--- src/rtl/tdc_fine_encoder.sv ---
// Single-channel TDC hit encoder: thermometer snapshot -> edge detect ->
// popcount fine time -> coarse-tagged word queued behind a valid/ready FIFO.
module tdc_fine_encoder #(
    parameter int NTAPS    = 32,
    parameter int CW       = 16,
    parameter int DEPTH    = 4,
    parameter int DEADTIME = 2,
    localparam int FW      = $clog2(NTAPS + 1)
) (
    input  logic             clk,
    input  logic             reset,
    input  logic [NTAPS-1:0] therm,
    input  logic             en,
    input  logic [1:0]       edge_sel,
    input  logic             clr_ovf,
    output logic             hit_valid,
    input  logic             hit_ready,
    output logic             hit_edge,
    output logic [CW-1:0]    hit_coarse,
    output logic [FW-1:0]    hit_fine,
    output logic             ovf
);

    localparam int DW = (DEADTIME > 0) ? $clog2(DEADTIME + 1) : 1;
    localparam int AW = $clog2(DEPTH);
    localparam int WW = 1 + CW + FW;
    localparam logic [DW-1:0] DEAD_INIT = DW'(DEADTIME);
    localparam logic [AW:0]   FULL_CNT  = (AW + 1)'(DEPTH);

    function automatic logic [FW-1:0] popcount(input logic [NTAPS-1:0] v);
        logic [FW-1:0] n;
        n = '0;
        for (int i = 0; i < NTAPS; i++) begin
            n = n + FW'(v[i]);
        end
        return n;
    endfunction

    // capture stage
    logic [CW-1:0]    coarse_q, coarse_d;
    logic [NTAPS-1:0] s_q, s_d;
    logic [NTAPS-1:0] s_qq, s_qq_d;
    logic [CW-1:0]    cap_coarse_q, cap_coarse_d;

    // detect stage
    logic             rise, fall, accept;
    logic [DW-1:0]    dead_q, dead_d;
    logic             d_valid_q, d_valid_d;
    logic             d_edge_q, d_edge_d;
    logic [CW-1:0]    d_coarse_q, d_coarse_d;
    logic [NTAPS-1:0] d_snap_q, d_snap_d;

    // encode stage
    logic             e_valid_q, e_valid_d;
    logic             e_edge_q, e_edge_d;
    logic [CW-1:0]    e_coarse_q, e_coarse_d;
    logic [FW-1:0]    e_fine_q, e_fine_d;

    // write stage
    logic             w_valid_q, w_valid_d;
    logic [WW-1:0]    w_word_q, w_word_d;

    // output FIFO
    logic [WW-1:0]    mem_q [DEPTH];
    logic [WW-1:0]    mem_d [DEPTH];
    logic [AW-1:0]    wr_ptr_q, wr_ptr_d;
    logic [AW-1:0]    rd_ptr_q, rd_ptr_d;
    logic [AW:0]      cnt_q, cnt_d;
    logic             ovf_q, ovf_d;
    logic             pop, push, drop, room;

    always_comb begin
        coarse_d     = coarse_q + CW'(1);
        s_d          = therm;
        s_qq_d       = s_q;
        cap_coarse_d = coarse_q;
    end

    // tap0 of the newest snapshot against the last tap of the previous one
    assign rise   = s_q[0] & ~s_qq[NTAPS-1];
    assign fall   = ~s_q[0] & s_qq[NTAPS-1];
    assign accept = en & ((rise & edge_sel[0]) | (fall & edge_sel[1]))
                  & (dead_q == '0);

    always_comb begin
        dead_d     = dead_q;
        d_valid_d  = accept;
        d_edge_d   = rise;
        d_coarse_d = cap_coarse_q;
        d_snap_d   = s_q;
        if (accept) begin
            dead_d = DEAD_INIT;
        end else if (dead_q != '0) begin
            dead_d = dead_q - DW'(1);
        end
    end

    // counting instead of priority-encoding absorbs bubbles
    always_comb begin
        e_valid_d  = d_valid_q;
        e_edge_d   = d_edge_q;
        e_coarse_d = d_coarse_q;
        e_fine_d   = popcount(d_edge_q ? d_snap_q : ~d_snap_q);
    end

    always_comb begin
        w_valid_d = e_valid_q;
        w_word_d  = {e_edge_q, e_coarse_q, e_fine_q};
    end

    assign hit_valid = (cnt_q != '0);
    assign pop       = hit_valid & hit_ready;
    assign room      = (cnt_q != FULL_CNT) | pop;
    assign push      = w_valid_q & room;
    assign drop      = w_valid_q & ~room;

    always_comb begin
        mem_d    = mem_q;
        wr_ptr_d = wr_ptr_q;
        rd_ptr_d = rd_ptr_q;
        cnt_d    = cnt_q;
        ovf_d    = ovf_q;
        if (push) begin
            mem_d[wr_ptr_q] = w_word_q;
            wr_ptr_d        = wr_ptr_q + AW'(1);
        end
        if (pop) begin
            rd_ptr_d = rd_ptr_q + AW'(1);
        end
        unique case ({push, pop})
            2'b10:   cnt_d = cnt_q + (AW + 1)'(1);
            2'b01:   cnt_d = cnt_q - (AW + 1)'(1);
            default: cnt_d = cnt_q;
        endcase
        // a drop in the same cycle as the clear keeps the flag set
        if (drop) begin
            ovf_d = 1'b1;
        end else if (clr_ovf) begin
            ovf_d = 1'b0;
        end
    end

    always_ff @(posedge clk) begin
        if (reset) begin
            coarse_q     <= '0;
            s_q          <= '0;
            s_qq         <= '0;
            cap_coarse_q <= '0;
            dead_q       <= '0;
            d_valid_q    <= 1'b0;
            d_edge_q     <= 1'b0;
            d_coarse_q   <= '0;
            d_snap_q     <= '0;
            e_valid_q    <= 1'b0;
            e_edge_q     <= 1'b0;
            e_coarse_q   <= '0;
            e_fine_q     <= '0;
            w_valid_q    <= 1'b0;
            w_word_q     <= '0;
            mem_q        <= '{default: '0};
            wr_ptr_q     <= '0;
            rd_ptr_q     <= '0;
            cnt_q        <= '0;
            ovf_q        <= 1'b0;
        end else begin
            coarse_q     <= coarse_d;
            s_q          <= s_d;
            s_qq         <= s_qq_d;
            cap_coarse_q <= cap_coarse_d;
            dead_q       <= dead_d;
            d_valid_q    <= d_valid_d;
            d_edge_q     <= d_edge_d;
            d_coarse_q   <= d_coarse_d;
            d_snap_q     <= d_snap_d;
            e_valid_q    <= e_valid_d;
            e_edge_q     <= e_edge_d;
            e_coarse_q   <= e_coarse_d;
            e_fine_q     <= e_fine_d;
            w_valid_q    <= w_valid_d;
            w_word_q     <= w_word_d;
            mem_q        <= mem_d;
            wr_ptr_q     <= wr_ptr_d;
            rd_ptr_q     <= rd_ptr_d;
            cnt_q        <= cnt_d;
            ovf_q        <= ovf_d;
        end
    end

    assign {hit_edge, hit_coarse, hit_fine} = mem_q[rd_ptr_q];
    assign ovf = ovf_q;

endmodule

--- config.mk ---
export PLATFORM = sky130hd
export DESIGN_NAME = tdc_fine_encoder
export DESIGN_NICKNAME = d
export VERILOG_FILES = /design/src/rtl/tdc_fine_encoder.sv
export SDC_FILE = /design/constraint.sdc
export NUM_CORES = 1
export LEC_CHECK = 0
export CAP_MARGIN = 20
export CORE_ASPECT_RATIO = 0.6
export CORE_MARGIN = 5
export CORE_UTILIZATION = 52
export CTS_CLUSTER_DIAMETER = 120
export DETAILED_ROUTE_END_ITERATION = 6
export HOLD_SLACK_MARGIN = 0.15
export PLACE_DENSITY_LB_ADDON = 0.12
export SLEW_MARGIN = 5
export SYNTH_ARGS = -nofsm -noshare
export SYNTH_HDL_FRONTEND = slang
export SYNTH_SLANG_ARGS = --single-unit
export TNS_END_PERCENT = 100
--- constraint.sdc ---
create_clock -name clk -period 6.75 [get_ports clk]
set_input_delay 1.35 -clock clk [delete_from_list [all_inputs] [get_ports clk]]
set_output_delay 1.35 -clock clk [all_outputs]
set_load 0.03 [all_outputs]
# --- Word-level counts from Yosys, hierarchy flattened ---
# Cells that the tools add are included.
op_classes:
  addsub: 37
  n_lt_le_gt_ge: 3
  eq_ne: 3
  muxes: 12
  bitwise: 17
  reduce_logical: 8
op_table:
  columns: ["operator", "n"]
  rows:
  - ["adder 6 x 1 -> 6 bit", 26]
  - ["bitwise mux 92 bit", 1]
  - ["two-way mux 23 bit", 3]
  - ["binary-select mux 23 bit (select 2 bit)", 1]
  - ["demux 23 bit (select 2 bit)", 1]
  - ["two-way mux 32 bit", 1]
  - ["inverter 32 bit", 1]
  - ["adder 16 x 1 -> 16 bit, second input constant", 1]
  - ["bitwise AND 1 bit", 9]
  - ["nonzero test 2 bit", 4]
  - ["adder 5 x 1 -> 6 bit", 1]
  - ["greater-or-equal comparator 3 bit, second input constant", 2]
  - ["inverter 2 -> 3 bit", 2]
  - ["case mux 3 bit (2 select lines)", 1]
  - ["adder 4 x 1 -> 5 bit", 1]
  - ["adder 2 x 1 -> 2 bit, second input constant", 2]
  - ["adder 3 x 1 -> 4 bit", 1]
  - ["two-way mux 2 bit", 2]
  - ["adder 2 x 1 -> 3 bit", 1]
  - ["adder 3 x 1 -> 3 bit, second input constant", 1]
  - ["< comparator 3 x 1 -> 1 bit, second input constant", 1]
  - ["!= test 3 bit, second input constant", 1]
  - ["inverter 1 bit", 3]
  - ["nonzero test 3 bit", 1]
  - ["10 further kinds", 12]
word_totals:
  regBits: 264
  input_bits: 39
  output_inout_bits: 25

# --- Depth between registers and ports, before layout ---
logic_depth:
  word_depth: 33
  depth_mapped: 18
  ltp_nobuf: 16

# --- Worst setup path after synthesis ---
# No wires, ideal clock.
synth_timing:
  path_type: "reg2reg"
  start: "reg d_edge_q"
  end: "reg e_fine_q[4]"
  setup_time_ps: 121
  arrival_time_ps: 5600
  slack_ps: 1029
  path_stages_with_launch: 19
  n_path_buf: 2
  cell_sequence: "dfxtp_1 > clkbuf_1 > clkbuf_1 > xnor2_1 > fa_1 > inv_1 > fa_1 > inv_1 > fa_1 > fa_1 > inv_1 > fa_1 > fa_1 > inv_1 > ha_1 > fa_1 > a21o_1 > a21oi_1 > mux2_2"
synth_via:
  elab_chain_len: 32
synth_lines:
  columns: ["item", "line", "text"]
  rows:
  - ["start: declaration", "49", "logic d_edge_q, d_edge_d;"]
  - ["start signal: assignment", "172", "d_edge_q <= d_edge_d;"]
  - ["two-way mux 32 bit *", "103", "e_fine_d = popcount(d_edge_q ? d_snap_q : ~d_snap_q);"]
  - ["adder 1 x 1 -> 2 bit", "34", "n = n + FW'(v[i]);"]
  - ["adder 2 x 1 -> 3 bit", "34", null]
  - ["adder 3 x 1 -> 4 bit", "34", null]
  - ["adder 4 x 1 -> 5 bit", "34", null]
  - ["adder 5 x 1 -> 6 bit", "34", null]
  - ["adder 6 x 1 -> 6 bit (25 in series)", "34", null]
  - ["adder 6 x 1 -> 6 bit *", "34", null]
  - ["end signal: assignment", "178", "e_fine_q <= e_fine_d;"]
  - ["end: declaration", "57", "logic [FW-1:0] e_fine_q, e_fine_d;"]
# Mark *: on every way between the ends. The rest lies on a longest branch, timed or not.
# A chain may end at the register's enable or synchronous reset.

# --- Worst setup path in the final report ---
# Same ends and word-level chain as after synthesis.

==> impl_metrics.ini <==
[yosys]
synthFlopType = dfxtp_1
avgSynthCellArea_um2 = 11.5
syn_nets = 977
synth.most_common_cell = dfxtp_1
async_reset_ff_share_pct = 0
syn_area_um2 = 10300
ys_ff_latch = 264
ys_seq_area_share_pct = 51.1
synth_area_leader_cell = dfxtp_1
synth_common_cells = dfxtp_1 (264), nor2b_1 (144), nand2b_1 (115)
yosysTopAreaCellShare_pct = 51.1
synth-edff-count = 0
yosys_warnings = 0
synthDistinctLibCells = 36
syn_inst = 900
synthTopCellsByArea = dfxtp_1 (51%), mux2i_1 (8.9%), nor2b_1 (8.7%)

[clocking]
root_buffer = clkbuf_16
cts_tree = built
hold_buffers = 0
clkTransAtPathRegs_ns = 0.06
numCtsBuffers = 24
cts_resized = 0
htreeDepth = 1
clockBufferDepth = 3
clkSinkCount = 264
clk_latency_ns = 0.51
cts_setup_buffers = 0

[layout]
nNetsFinal = 1016
multiInputGateArea_um2 = 4670
diodes = 0
regArea_um2 = 5290
fill_cells = 1620
drive_gt1_share_pct = 8.69
area.growth.synth_to_final_pct = 15.2

[worst_setup_path]
critical_path_class = flip-flop to flip-flop
critPathLaunchType = flip-flop
crit_fanout = 25
required_ns = 7.14
arrival_ns = 6.13
end_kind = flip-flop

[grt]
grt_overflow = 0
track_usage_pct = 15.8
grt_max_degree = 143
grt_pass1_wl_mm = 30.2
antenna_found_initial = 0
grt_pass1_vias = 5960

[placement]
post-place-ws_ns = 1.02
routabilityCongestion = 0.763
dp_hpwl_mm = 10.9
portBuffers = 63

[timing]
finalWorstPathRequiredPeriod_ns = 5.73
tightest_slew_ns = 0.994
fmax_mhz = 174
rsz0062_at_grt = no
setup_violations = 0
hold_violations = 0
finalClockSkew_ns = 0.0180
fin_ws_ns = 1.02
setup-tns-final_ns = 0
fin_crit_sh_pct = 84.9
finalMaxSlewViolations = 0
max-slew-margin-rel_pct = 33.6

[routing]
drt_iter0_drc = 262
via_count = 5836
first_pass_iters = 4
ant_nets = 0
vias_per_cell = 4.75
routed_wl_mm = 17.6
drcViolationCount = 0
avgRoutedWirePerCell_um = 14.3

[power]
combPwrFrac_pct = 19.7
swShare_pct = 24.9
cellLeakagePower_nw = 4.81
p_total_mw = 3.80
internal-power_mw = 2.86
vdd_ir_drop_max_v = 0.000283
seqPwrFrac_pct = 42.8
clkPwrFrac_pct = 37.5
p_per_area_nw_per_um2 = 319
power.net_switching_uw = 946

[floorplan]
row_count = 40
pin_count = 64
die_h_um = 119
start_util_pct = 52.3
fp.coreArea_um2 = 19800
die_w_um = 192
die_area_um2 = 22900

[job]
max_cap_violations = 0

[worst_hold_path]
worstHoldPathType = flip-flop to flip-flop

[outcome]
status = complete, no violations
power groups by stage:
stage,Sequential [mW],Combinational (mW),Clock [mW]
3_5_place_dp,1.66,0.765,0
2_1_floorplan,1.65,0.633,0
3_3_place_gp,1.66,0.750,0
4_1_cts,1.63,0.770,1.46
5_1_grt,1.63,0.908,1.53
6_report,1.63,0.750,1.43
per-layer routing:
metal | vias up | wire length (um) | GRT usage [%]
li1 | 2995 | - | -
met3 | 17 | 567 | 2.75
met4 | 0 | 203 | 2.72
met5 | - | 0 | 0
met1 | 2763 | 9430 | 24.5
met2 | 61 | 7360 | 23.5
metrics by stage:
step / utilization [%] / instance area, um^2 / hold slack, ns / instances
2_1_floorplan: - / 10300 / 0.414 / 900
3_3_place_gp: 56.0 / 11100 / 0.419 / 1186
3_5_place_dp: 56.0 / 11100 / 0.423 / 1186
4_1_cts: 60.3 / 11900 / 0.430 / 1228
5_1_grt: 60.3 / 11900 / 0.436 / 1228
6_report: 60.3 / 11900 / 0.421 / 1228
kinds of logic (layout without fill, tap and decap cells):
group	Yosys count	after routing	share of synthesized area [%]
AO/OA/AOI/OAI	23	23	1.25
XOR/XNOR	40	40	3.39
adder cells (fa/ha/maj)	38	38	6.41
buffers and inverters	85	140	3.79
flip-flops	264	264	51.1
multiplexers	125	125	15.0
AND/OR/NAND/NOR	325	325	19.1
worst paths after layout:
| check | startpoint | end | slack [ns] | cells after the start |
|---|---|---|---|---|
| min reg2reg | d_coarse_q[15] | e_coarse_q[15] | 0.42 | 1 |
| min | d_coarse_q[15] | e_coarse_q[15] | 0.42 | 1 |
| max | d_edge_q | e_fine_q[4] | 1.02 | 16 |
| max reg2reg | d_edge_q | e_fine_q[4] | 1.02 | 16 |
cell type report:
type | count | area share [%]
inverter | 31 | 0.976
tap | 273 | 2.87
multi-input combinational | 551 | 39.2
sequential | 264 | 44.4
clock inverter | 7 | 0.924
clock buffer | 35 | 6.15
timing repair buffer | 67 | 5.55
sequential cells by signal, indices dropped and copies added, names as in the netlist, 2 cells and up:
signal and flops:
cap_coarse_d 16, cap_coarse_q 16, cnt_q 3, d_coarse_q 16, d_snap_d 32, d_snap_q 32, dead_q 2, e_coarse_q 16
e_fine_q 6, mem_q 92, rd_ptr_q 2, w_word_q 23, wr_ptr_q 2
critical path, cell delays in order, from the launching register on:
cell and delay [ns]:
dfxtp_2 0.76, xnor2_1 0.22, fa_1 0.58, inv_1 0.07
fa_1 0.51, inv_1 0.05, fa_1 0.46, fa_1 0.55
inv_1 0.06, fa_1 0.50, fa_1 0.54, inv_1 0.04
ha_1 0.21, fa_1 0.40, a21o_1 0.17, a21oi_1 0.14
mux2_2 0.34
cells in the final DEF, fill, tap and decap left out, types with 5 or more instances in the layout:
cell	synthesis	layout
mux4_2	23	23
nor2_1	23	23
mux2_2	10	10
ha_1	13	13
mux2i_1	92	92
xnor2_1	21	21
clkbuf_16	0	25
inv_1	31	31
nor2b_1	144	144
dfxtp_1	264	262
clkdlybuf4s50_1	0	62
nand2_1	8	8
nand3_1	7	7
o21ai_0	8	8
nor4_1	5	5
fa_1	25	25
clkbuf_8	0	7
or3_1	6	6
nand4_1	5	5
a21oi_1	10	10
nand2b_1	115	115
xor2_1	19	19
No activity file was read; power rests on OpenSTA's default activity.
==> variant: new RTL, config.mk and constraints unchanged <==
Set the parameter `DEPTH` to 8 (it was 4).
--- a/src/rtl/tdc_fine_encoder.sv
+++ b/src/rtl/tdc_fine_encoder.sv
@@ -5,3 +5,3 @@
     parameter int CW       = 16,
-    parameter int DEPTH    = 4,
+    parameter int DEPTH    = 8,
     parameter int DEADTIME = 2,
Function: no difference found for any inputs over 10 cycles, from zero or initial values and one cycle with reset high; that may be too few to reach the edited logic, so the function may still have changed.
==> variant against the unedited design <==
Count of clock-buffer cells in the layout rose by 9. Sequential cell count rose by 95. Global-route usage rose by 2.4 points. Die area rose by 36%. Routed wire length rose by 59%. Design area rose by 35%. Combinational power rose by 6.4%. Sequential power rose by 36%. Power rose by 28%. Non-clock buffer count rose by 10. Final cell count rose by 38%. Setup slack improved by 0.034 ns. Synthesized area rose by 39%. Critical endpoint unchanged. Largest cell class unchanged.
==> variant: results (changes against the unedited design) <==
stage,metric,value,unit,change
sta,timing.clock.skew,0.00762,ns,-0.0103 ns
pwr,p_sw_frac,0.254,,+0.00507
status,run_status,"complete, no violations",,
global_route,globalRouteMet3Util,0.0360,,+0.00843
pwr,p_per_area,303,mW/mm^2,-5.1%
logic_synthesis,ys_types,45,,+25%
final_layout,fill_cells,2301,,+42%
logic_synthesis,synthXorXnorAreaFrac,0.0312,,-0.00270
global_route,antenna_found_initial,1,,+1
critical_path,timing.critical_path.fanout_max,27,,+8.0%
place,placed_area,0.0150,mm^2,+36%
place,globalplace.congestion,0.749,,-1.9%
clock_tree,cts_htree_levels,2,,+1
global_route,grt_use_met2,0.265,,+0.0295
sta,max_freq,175,MHz,+0.59%
pwr,cellLeakagePower,6.53,nW,+36%
logic_synthesis,netlist_instances,1295,,+44%
clock_tree,cts_made_buffers,34,,+42%
drt,post_drt_via_cell_ratio,5.05,,+6.2%
logic_synthesis,synth.mux.area_fraction,0.207,,+0.0574
sta,timing.hold.ws,0.430,ns,+0.00930 ns
logic_synthesis,top_cells_by_instance_count_after_synthesis,"dfxtp_1 (359), nor2_1 (195), mux2i_1 (163)",,
drt,routed_wire_length_per_instance,16.5,um,+15%
logic_synthesis,async_set_or_reset_flop_fraction_in_the_synthesized_netlist,0,,unchanged
global_route,global_route.usage.met1,0.283,,+0.0381
pwr,comb_power_share,0.163,,-0.034
final_layout,post_route_cells_drive_above_1_share,0.115,,+0.0278
place,placed_cells,1633,,+38%
clock_tree,post_cts_resized,0,,unchanged
drt,detailroute.wirelength.met3,1020,um,+79%
drt,met2_length,11700,um,+59%
pwr,ir_drop,262,uV,-7.6%
place,detailedPlacementHpwl,16400,um,+50%
logic_synthesis,synth-compound-area-share,0.0283,,+0.0158
global_route,pin_count_of_the_biggest_net_entering_global_routing,195,,+36%
logic_synthesis,synth-adder-area-share,0.0463,,-0.0178
critical_path,reg2reg_setup_slack,1.05,ns,+0.03 ns
critical_path,critical_path_arrival,6.07,ns,-0.06 ns
global_route,global_route.usage.total,0.182,,+0.0243
logic_synthesis,syn_nets,1372,,+40%
global_route,grt_first_pass_wirelength,46400,um,+54%
drt,num_vias,8538,,+46%
sta,worst_margin_slew,0.959,ns,-0.0358 ns
pwr,clk-power,1.88,mW,+31%
logic_synthesis,post_synth_main_area_contributors,"dfxtp_1 (50%), mux2i_1 (11%), mux4_2 (7.2%)",,
final_layout,largest_register_ffs,184,,+100%
drt,detail_route.iter0.violations,674,,+160%
## variant: final timing paths
path	from	end	depth (start not counted)
worst max-delay path	d_edge_q	e_fine_q[4]	16
worst min-delay path	cap_coarse_q[13]	d_coarse_q[13]	1
worst max register to register	d_edge_q	e_fine_q[4]	16
worst min register to register	cap_coarse_q[13]	d_coarse_q[13]	1
## variant: final cells by class
cell class              count  area (um^2)  area share
inverters                  36          135     0.00838
clock buffers              44          930      0.0576
flip-flops and latches    359         7190       0.446
repair buffers             77          761      0.0472
well taps                 367          459      0.0285
multi-input cells         795         6500       0.403
clock inverters            14          156     0.00969
## variant: critical path, stage by stage (launching register included)
cell	delay [ns]
dfxtp_2	0.81
xor2_1	0.19
fa_1	0.56
inv_1	0.06
fa_1	0.53
fa_1	0.53
fa_1	0.54
inv_1	0.05
fa_1	0.50
fa_1	0.55
inv_1	0.05
ha_1	0.22
fa_1	0.41
a21o_1	0.18
a21oi_1	0.17
xor2_1	0.16
nor2_1	0.05
